## config.mk

```make
export PLATFORM = sky130hd
export DESIGN_NAME = dac_cmd_arbiter
export DESIGN_NICKNAME = d
export VERILOG_FILES = /design/src/rtl/dac_cmd_arbiter.sv
export SDC_FILE = /design/constraint.sdc
export NUM_CORES = 1
export LEC_CHECK = 0
export CAP_MARGIN = 0
export CELL_PAD_IN_SITES_DETAIL_PLACEMENT = 1
export CELL_PAD_IN_SITES_GLOBAL_PLACEMENT = 2
export CORE_MARGIN = 3
export CORE_UTILIZATION = 30
export DETAILED_ROUTE_END_ITERATION = 10
export DONT_BUFFER_PORTS = 1
export GPL_ROUTABILITY_DRIVEN = 0
export PLACE_DENSITY_LB_ADDON = 0.25
export SETUP_SLACK_MARGIN = 0.5
export SYNTH_ARGS = -nofsm -noshare
export SYNTH_HDL_FRONTEND = slang
export SYNTH_SLANG_ARGS = --single-unit
```

## constraint.sdc

```tcl
create_clock -name clk -period 2.5 [get_ports clk]
set_input_delay 0.625 -clock clk [delete_from_list [all_inputs] [get_ports clk]]
set_output_delay 0.625 -clock clk [all_outputs]
set_load 0.05 [all_outputs]
```

## src/rtl/dac_cmd_arbiter.sv

```systemverilog
// dac_cmd_arbiter: shares one SPI DAC engine between NREQ requesters, configuration word first,
// then round-robin grants with an idle gap. Define DAC_ARB_TIMEOUT_EN to enable the BUSY watchdog.
module dac_cmd_arbiter #(
    parameter int          NREQ        = 4,
    parameter logic [15:0] INIT_WORD   = 16'h9000,
    parameter int          GAP_CYC     = 1,
    parameter int          TIMEOUT_CYC = 4096,
    localparam int         LGW         = $clog2(NREQ)
) (
    input  logic               clk,
    input  logic               rst,
    input  logic               reinit,
    input  logic [NREQ-1:0]    req_valid,
    input  logic [16*NREQ-1:0] req_data,
    output logic [NREQ-1:0]    req_ack,
    output logic               da_en,
    output logic [15:0]        da_value_i,
    input  logic               da_done,
    output logic               init_done,
    output logic               busy,
    output logic [LGW-1:0]     last_grant,
    output logic [15:0]        tx_count,
    output logic               err
);

    typedef enum logic [1:0] {ST_INIT, ST_BUSY, ST_GAP, ST_IDLE} state_t;

    state_t           state_q, state_d;
    logic             da_en_q, da_en_d;
    logic [15:0]      da_value_q, da_value_d;
    logic [NREQ-1:0]  req_ack_q, req_ack_d;
    logic             init_done_q, init_done_d;
    logic [LGW-1:0]   last_grant_q, last_grant_d;
    logic [15:0]      tx_count_q, tx_count_d;
    logic             reinit_pend_q, reinit_pend_d;
    logic             cur_is_init_q, cur_is_init_d;
    logic [7:0]       gap_cnt_q, gap_cnt_d;

    logic [15:0]      req_word [NREQ];
    logic             pick_valid;
    logic [LGW-1:0]   pick_idx;
    logic [LGW-1:0]   cand;
    logic             dispatch;
    logic             wd_expire;

    generate
        for (genvar gi = 0; gi < NREQ; gi++) begin : g_word
            assign req_word[gi] = req_data[16*gi +: 16];
        end
    endgenerate

`ifdef DAC_ARB_TIMEOUT_EN
    localparam int WDW = $clog2(TIMEOUT_CYC + 1);
    logic [WDW-1:0] wd_cnt_q, wd_cnt_d;
    logic           err_q, err_d;

    assign wd_expire = (state_q == ST_BUSY) && (wd_cnt_q == WDW'(TIMEOUT_CYC - 1));

    // Counter is zero outside BUSY, so it starts from zero on every entry.
    always_comb begin
        wd_cnt_d = '0;
        err_d    = err_q;
        if (state_q == ST_BUSY) begin
            wd_cnt_d = wd_cnt_q + 1'b1;
            if (wd_expire && !da_done) begin
                err_d = 1'b1;
            end
        end
    end

    always_ff @(posedge clk or posedge rst) begin
        if (rst) begin
            wd_cnt_q <= '0;
            err_q    <= 1'b0;
        end else begin
            wd_cnt_q <= wd_cnt_d;
            err_q    <= err_d;
        end
    end

    assign err = err_q;
`else
    assign wd_expire = 1'b0;
    assign err       = 1'b0;
`endif

    // Lowest k wins, so the scan effectively starts at last_grant+1.
    always_comb begin
        pick_valid = 1'b0;
        pick_idx   = '0;
        cand       = '0;
        for (int k = NREQ; k >= 1; k--) begin
            cand = LGW'((int'(last_grant_q) + k) % NREQ);
            if (req_valid[cand]) begin
                pick_valid = 1'b1;
                pick_idx   = cand;
            end
        end
    end

    always_comb begin
        state_d       = state_q;
        da_en_d       = da_en_q;
        da_value_d    = da_value_q;
        req_ack_d     = '0;
        init_done_d   = init_done_q;
        last_grant_d  = last_grant_q;
        tx_count_d    = tx_count_q;
        reinit_pend_d = reinit_pend_q | reinit;
        cur_is_init_d = cur_is_init_q;
        gap_cnt_d     = gap_cnt_q;
        dispatch      = 1'b0;

        case (state_q)
            ST_INIT: begin
                da_value_d    = INIT_WORD;
                da_en_d       = 1'b1;
                cur_is_init_d = 1'b1;
                state_d       = ST_BUSY;
            end
            ST_BUSY: begin
                if (da_done) begin
                    da_en_d    = 1'b0;
                    tx_count_d = tx_count_q + 16'd1;
                    gap_cnt_d  = '0;
                    state_d    = ST_GAP;
                    if (cur_is_init_q) begin
                        init_done_d = 1'b1;
                    end
                end else if (wd_expire) begin
                    da_en_d       = 1'b0;
                    reinit_pend_d = 1'b1;
                    gap_cnt_d     = '0;
                    state_d       = ST_GAP;
                end
            end
            ST_GAP: begin
                // The last gap cycle takes the IDLE decision so da_en stays low exactly GAP_CYC cycles.
                if (gap_cnt_q == 8'(GAP_CYC - 1)) begin
                    dispatch = 1'b1;
                end else begin
                    gap_cnt_d = gap_cnt_q + 8'd1;
                end
            end
            default: begin
                dispatch = 1'b1;
            end
        endcase

        if (dispatch) begin
            if (reinit_pend_q || reinit) begin
                reinit_pend_d = 1'b0;
                init_done_d   = 1'b0;
                state_d       = ST_INIT;
            end else if (pick_valid && init_done_q) begin
                da_value_d          = req_word[pick_idx];
                da_en_d             = 1'b1;
                req_ack_d[pick_idx] = 1'b1;
                last_grant_d        = pick_idx;
                cur_is_init_d       = 1'b0;
                state_d             = ST_BUSY;
            end else begin
                state_d = ST_IDLE;
            end
        end
    end

    always_ff @(posedge clk or posedge rst) begin
        if (rst) begin
            state_q       <= ST_INIT;
            da_en_q       <= 1'b0;
            da_value_q    <= '0;
            req_ack_q     <= '0;
            init_done_q   <= 1'b0;
            last_grant_q  <= LGW'(NREQ - 1);
            tx_count_q    <= '0;
            reinit_pend_q <= 1'b0;
            cur_is_init_q <= 1'b0;
            gap_cnt_q     <= '0;
        end else begin
            state_q       <= state_d;
            da_en_q       <= da_en_d;
            da_value_q    <= da_value_d;
            req_ack_q     <= req_ack_d;
            init_done_q   <= init_done_d;
            last_grant_q  <= last_grant_d;
            tx_count_q    <= tx_count_d;
            reinit_pend_q <= reinit_pend_d;
            cur_is_init_q <= cur_is_init_d;
            gap_cnt_q     <= gap_cnt_d;
        end
    end

    assign da_en      = da_en_q;
    assign da_value_i = da_value_q;
    assign req_ack    = req_ack_q;
    assign init_done  = init_done_q;
    assign busy       = (state_q != ST_IDLE);
    assign last_grant = last_grant_q;
    assign tx_count   = tx_count_q;

endmodule

```

* After elaboration in Yosys (flattened, before gate mapping)
Cells that the tools add are included.
W data, S select, Z words.
** Storage, ports and cells
- Logic and storage cells :: 98
- Output and inout bits :: 42
- Memory bits (read-only) :: 0
- Latch bits :: 0
- Flip-flop bits (word level) :: 52
- Memories :: 0
- Input bits :: 72
- Memory bits (writable) :: 0
** Operators by class
- Reductions and logical operators :: 12
- $mul :: 0
- Muxes and demuxes :: 54
- Div/mod/pow operators :: 0
- Magnitude comparators :: 7
- Equal/unequal tests :: 6
- $add $sub $neg :: 6
- Bitwise logic cells :: 3
- Shift operators :: 0
** Operator list (count)
- $mux W16 :: 6
- $bmux W16 S2 :: 1
- $mux W1 :: 25
- $add A16 B1 Y16 const B :: 1
- $mux W2 :: 8
- $mux W8 :: 2
- $pmux W8 S2 :: 1
- $lt A2 B3 Y1 const B :: 5
- $mux W4 :: 3
- $add A8 B1 Y8 const B :: 1
- $bmux W1 S2 :: 4
- $logic_not A8 Y1 :: 1
- $ne A2 B2 Y1 const B :: 3
- $reduce_and A3 Y1 :: 2
- $add A2 B1 Y2 const B :: 2
- $add A2 B2 Y2 const B :: 2
- $pmux W1 S2 :: 2
- $pmux W2 S2 :: 1
- $reduce_and A2 Y1 :: 2
- $ge A3 B3 Y1 const B :: 1
- $ne A3 B3 Y1 const B :: 1
- $not A2 Y3 :: 1
- $reduce_bool A3 Y1 :: 1
- $demux W1 S2 :: 1
- other kinds (10) :: 11

* Logic depth before layout (Yosys ltp)
- Depth after elaboration :: 14
- Gate-level depth with buffers :: 10
- Gate-level depth less buffers :: 7

* Worst setup path after synthesis
OpenSTA, ideal clock, no wires.
- Path type :: flip-flop to flip-flop
- Start point :: register last_grant_q[1] (netlist: last_grant[1])
- End point :: register da_value_q[10] (netlist: da_value_i[10])
- Setup time :: 0.132 ns
- Data arrival time :: 2.138 ns
- Required time :: 2.368 ns
- Buffers on the path :: 2
- Setup slack :: 0.231 ns
- Cell stages (with the launch flop) :: 8
- Clock period less this slack :: 2.269 ns
- Cells stage by stage :: dfstp_2 mux2i_1 nor2_1 nor3_1 buf_2 buf_1 mux2i_1 o221ai_2
** Between the ends
- Word-level cells in the longest chain between the ends :: 14
- Elaborated cells on any way between the ends :: 28
- Classes of those cells :: add/sub: 4; mux: 22; bitwise: 1; reduce/logical: 1
** Ends and longest elaborated chain
- start, declared :: RTL line 33 : logic [LGW-1:0] last_grant_q, last_grant_d;
- start signal, assigned :: RTL line 175 : last_grant_q <= LGW'(NREQ - 1);
- start signal, assigned :: RTL line 186 : last_grant_q <= last_grant_d;
- $add A2 B1 Y2 :: RTL line 93 : cand = LGW'((int'(last_grant_q) + k) % NREQ);
- $bmux W1 S2 :: RTL line 94 : if (req_valid[cand]) begin
- $mux W1 (implied by the code) :: RTL line 94
- $mux W2 (4 in series) :: RTL line 94
- $not A2 Y3 (implied by the code) :: RTL line 156 : da_value_d = req_word[pick_idx];
- $bmux W16 S2 :: RTL line 156
- $mux W16 (implied by the code) (2 in series) :: RTL line 156
- $mux W16 * :: RTL line 155 : end else if (pick_valid && init_done_q) begin
- $mux W16 * :: RTL line 151 : if (reinit_pend_q || reinit) begin
- $mux W16 * :: RTL line 150 : if (dispatch) begin
- named net da_value_d[10] :: RTL line 30 : logic [15:0] da_value_q, da_value_d;
- end signal, assigned :: RTL line 183 : da_value_q <= da_value_d;
- end, declared :: RTL line 30
The timed path passes the listed nets; every way through them passes the cells marked *. The select of a mux whose other input is x is not followed.
A chain may end at the register's enable or synchronous reset.

* Worst setup path after layout
- Start point :: register last_grant_q[1] (netlist: last_grant[1])
- End point :: register da_value_q[12] (netlist: da_value_i[12])
Same word-level chain as after synthesis.

==> impl_metrics.ini <==
[timing]
maxSlewHeadroom_pct = 61.1
drv_slew = 0
rsz0062_at_grt = yes
period_share_pct = 83.8
clock_skew_ns = 0.0117
setup_viol = 0
tightest_slew_ns = 0.584
hold_violations = 0
setup_tns_ns = 0
setup_ws_ns = 0.405
timing.fmax_mhz = 477
timing.final.crit_period_ns = 2.09

[worst_setup_path]
rr_startpoint = last_grant[1]
reg2reg_to = da_value_i[12]
cp-end-kind = register
critical_path_class = register to register
cp.required_ns = 2.70
cp_max_fo = 8
reg2reg_depth = 6
crit_arrival_ns = 2.30
cp-start-kind = register
reg2reg_setup_slack_ns = 0.41

[yosys]
yosysTopAreaCell = dfrtp_1
ys_seq_elements = 52
yosys-top-cells-area = dfrtp_1, mux2i_1, o221ai_2
ys_seq_area_share_pct = 47.1
synth.avg_cell_area_um2 = 11.1
synth_area_mm2 = 0.00277
synth_top_area_share_pct = 45.2
synth_warnings = 0
syn_nets = 325
synthCells = 250
synth_cell_type_count = 40

[clock_network]
cts.path.max_buffers = 2
cts_hold_buf = 0
cts_buffers = 5
cts_tree = yes
cts-htree-levels = 2
insertion_delay_ns = 0.31
cts.sinks = 52
cts.root.buffer_cell = clkbuf_8
clk_pin_slew_worst_paths_ns = 0.10

[placed_design]
detailedPlacementHpwl_um = 5310
placed_area_mm2 = 0.00301
dp_cells = 366
place_ws_ns = 0.171
port_buffers = 0

[pwr]
p_sw_mw = 1.67
switching_share_pct = 45.0
cell_internal_pwr_mw = 2.03
seq_power_share_pct = 40.8
power_density_mw_per_mm2 = 1040
p_comb_share_pct = 45.3
p_leak_nw = 1.57
ir_drop_mv = 0.496
p_clk_share_pct = 13.9

[routing]
drt-wirelength-per-cell_um = 19.7
drc = 0
via_per_inst = 5.24
vias = 2085
drt_first_pass_iters = 4
initialDrtViolationCount = 47
routed_wl_um = 7830
antenna_left = 0

[finish]
fin_nets = 364
drive_above_1_share_pct = 37.6
final_cell_area_mm2 = 0.00357
area_delta_synth_final_pct = 29.0
final_core_util_pct = 40.4
stdcell_count = 398
diodes = 0

[grt]
grt_start_max_net_pins = 21
grt_use_total_pct = 14.5
antenna_found_initial = 0
grt_pass1_wl_um = 11600
first_global_vias = 2179
overflow = 0

[floorplanning]
die_y_um = 102
fp-row-count = 34
fp.coreArea_mm2 = 0.00885
die_x_um = 102
dieArea_mm2 = 0.0104
pin_count = 114
initial_core_util_pct = 31.3

[worst_hold_path]
hold_path.class = input pin to asynchronous set/reset pin

[run_status]
status = finished, final reports clean

[job]
cap_violations = 0
==> layout make-up <==
type,instances,area [µm²]
Clock buffer,7,86.3
Timing Repair Buffer,47,454
Clock inverter,1,7.51
Tap cell,108,135
Fill cell,957,5280
Multi-Input combinational cell,175,1550
Sequential cell,52,1310
Inverter,8,30.0
==> cells in the final DEF, fill, tap and decap left out, types with 3 or more instances in the layout <==
master	instances
and3_1	5
nand4_1	7
or2_2	5
mux2i_1	14
buf_12	3
a21oi_1	5
clkbuf_8	6
mux2_4	4
dfrtp_1	50
mux2i_4	5
mux2i_2	11
buf_4	36
nand3_1	20
o221ai_1	3
inv_1	5
xnor2_1	11
nand2_1	14
xor2_1	10
buf_6	5
inv_2	3
nor2_1	11
o221ai_2	11
==> worst max-delay path by stage <==
| stage | end | slack, ns | startpoint | depth (start not counted) |
|---|---|---|---|---|
| finish | da_value_i[12] | 0.41 | last_grant[1] | 6 |
| global placement | da_value_i[8] | 0.22 | req_valid[2] | 5 |
| detailed placement | da_value_i[10] | 0.17 | req_valid[2] | 5 |
| CTS | da_value_i[15] | 0.40 | last_grant[1] | 6 |
| global route | da_value_i[2] | 0.32 | last_grant[1] | 7 |
| floorplan | req_ack[0] | 0.45 | gap_cnt_q[0] | 10 |
==> flip-flops by register name (all words and copies together) (netlist names) <==
| name | flops |
|---|---|
| gap_cnt_q | 8 |
| da_en | 1 |
| da_value_i | 16 |
| cur_is_init_q | 1 |
| init_done | 1 |
| tx_count | 16 |
| state_q | 2 |
| last_grant | 2 |
| req_ack | 4 |
| reinit_pend_q | 1 |
==> routing by layer <==
layer | track usage, % | wire length [µm] | part of all wire, % | vias up
met5 | 0 | 0 | 0 | -
met4 | 3.94 | 80 | 1.0 | 0
met3 | 3.89 | 500 | 6.4 | 6
met2 | 25.3 | 4030 | 51 | 64
met1 | 17.7 | 3220 | 41 | 1043
li1 | - | - | - | 972
==> Yosys cell counts, drive strengths merged <==
cell,count
a21boi,2
a21oi,7
a31oi,2
and2,1
and3,5
and3b,2
and4,1
buf,11
clkbuf,5
conb,1
dfrtp,50
dfstp,2
ha,3
inv,8
mux2,5
mux2i,30
nand2,14
nand2b,3
nand3,20
nand3b,2
nand4,7
nor2,12
nor2b,2
nor3,4
nor4,1
nor4b,1
o21ai,3
o21bai,2
o221a,2
o221ai,14
o41a,1
or2,5
or3b,1
xnor2,11
xor2,10
==> metrics by stage <==
stage | power, mW | hold WS (ns)
global placement | 2.83 | 0.521
floorplan | 2.49 | 0.492
global route | 3.93 | 0.201
CTS | 3.66 | 0.197
detailed placement | 2.85 | 0.529
finish | 3.70 | 0.187
==> power groups by stage <==
stage | Combinational, mW | Clock (mW) | Sequential, mW
final | 1.68 | 0.515 | 1.51
after global routing | 1.82 | 0.581 | 1.53
after CTS | 1.61 | 0.541 | 1.51
after detailed placement | 1.33 | 0 | 1.52
after global placement | 1.31 | 0 | 1.52
after floorplan | 0.792 | 0 | 1.70
==> worst max-delay path, stage by stage (launching register included) <==
cell	delay, ns
dfstp_4	0.75
mux2i_1	0.24
nor2_2	0.08
nor3_4	0.17
buf_12	0.17
mux2_4	0.31
o221a_4	0.26
==> logic make-up after synthesis <==
| logic type | count (synthesis) | synth area share, % |
|---|---|---|
| multiplexers | 35 | 12.9 |
| flip-flops | 52 | 47.1 |
| XOR/XNOR | 21 | 6.64 |
| AO/OA/AOI/OAI | 33 | 10.8 |
| AND/OR/NAND/NOR | 81 | 16.5 |
| other | 1 | 0.135 |
| buffers and inverters | 24 | 4.61 |
| adder cells (fa/ha/maj) | 3 | 1.36 |
==> timing repair <==
item,CTS,global route
setup endpoints to repair,21,26
resized for setup,32,24
buffers inserted,19,2
pin swaps,3,5
gates cloned,2,1
Power figures use the tool's default switching activity.
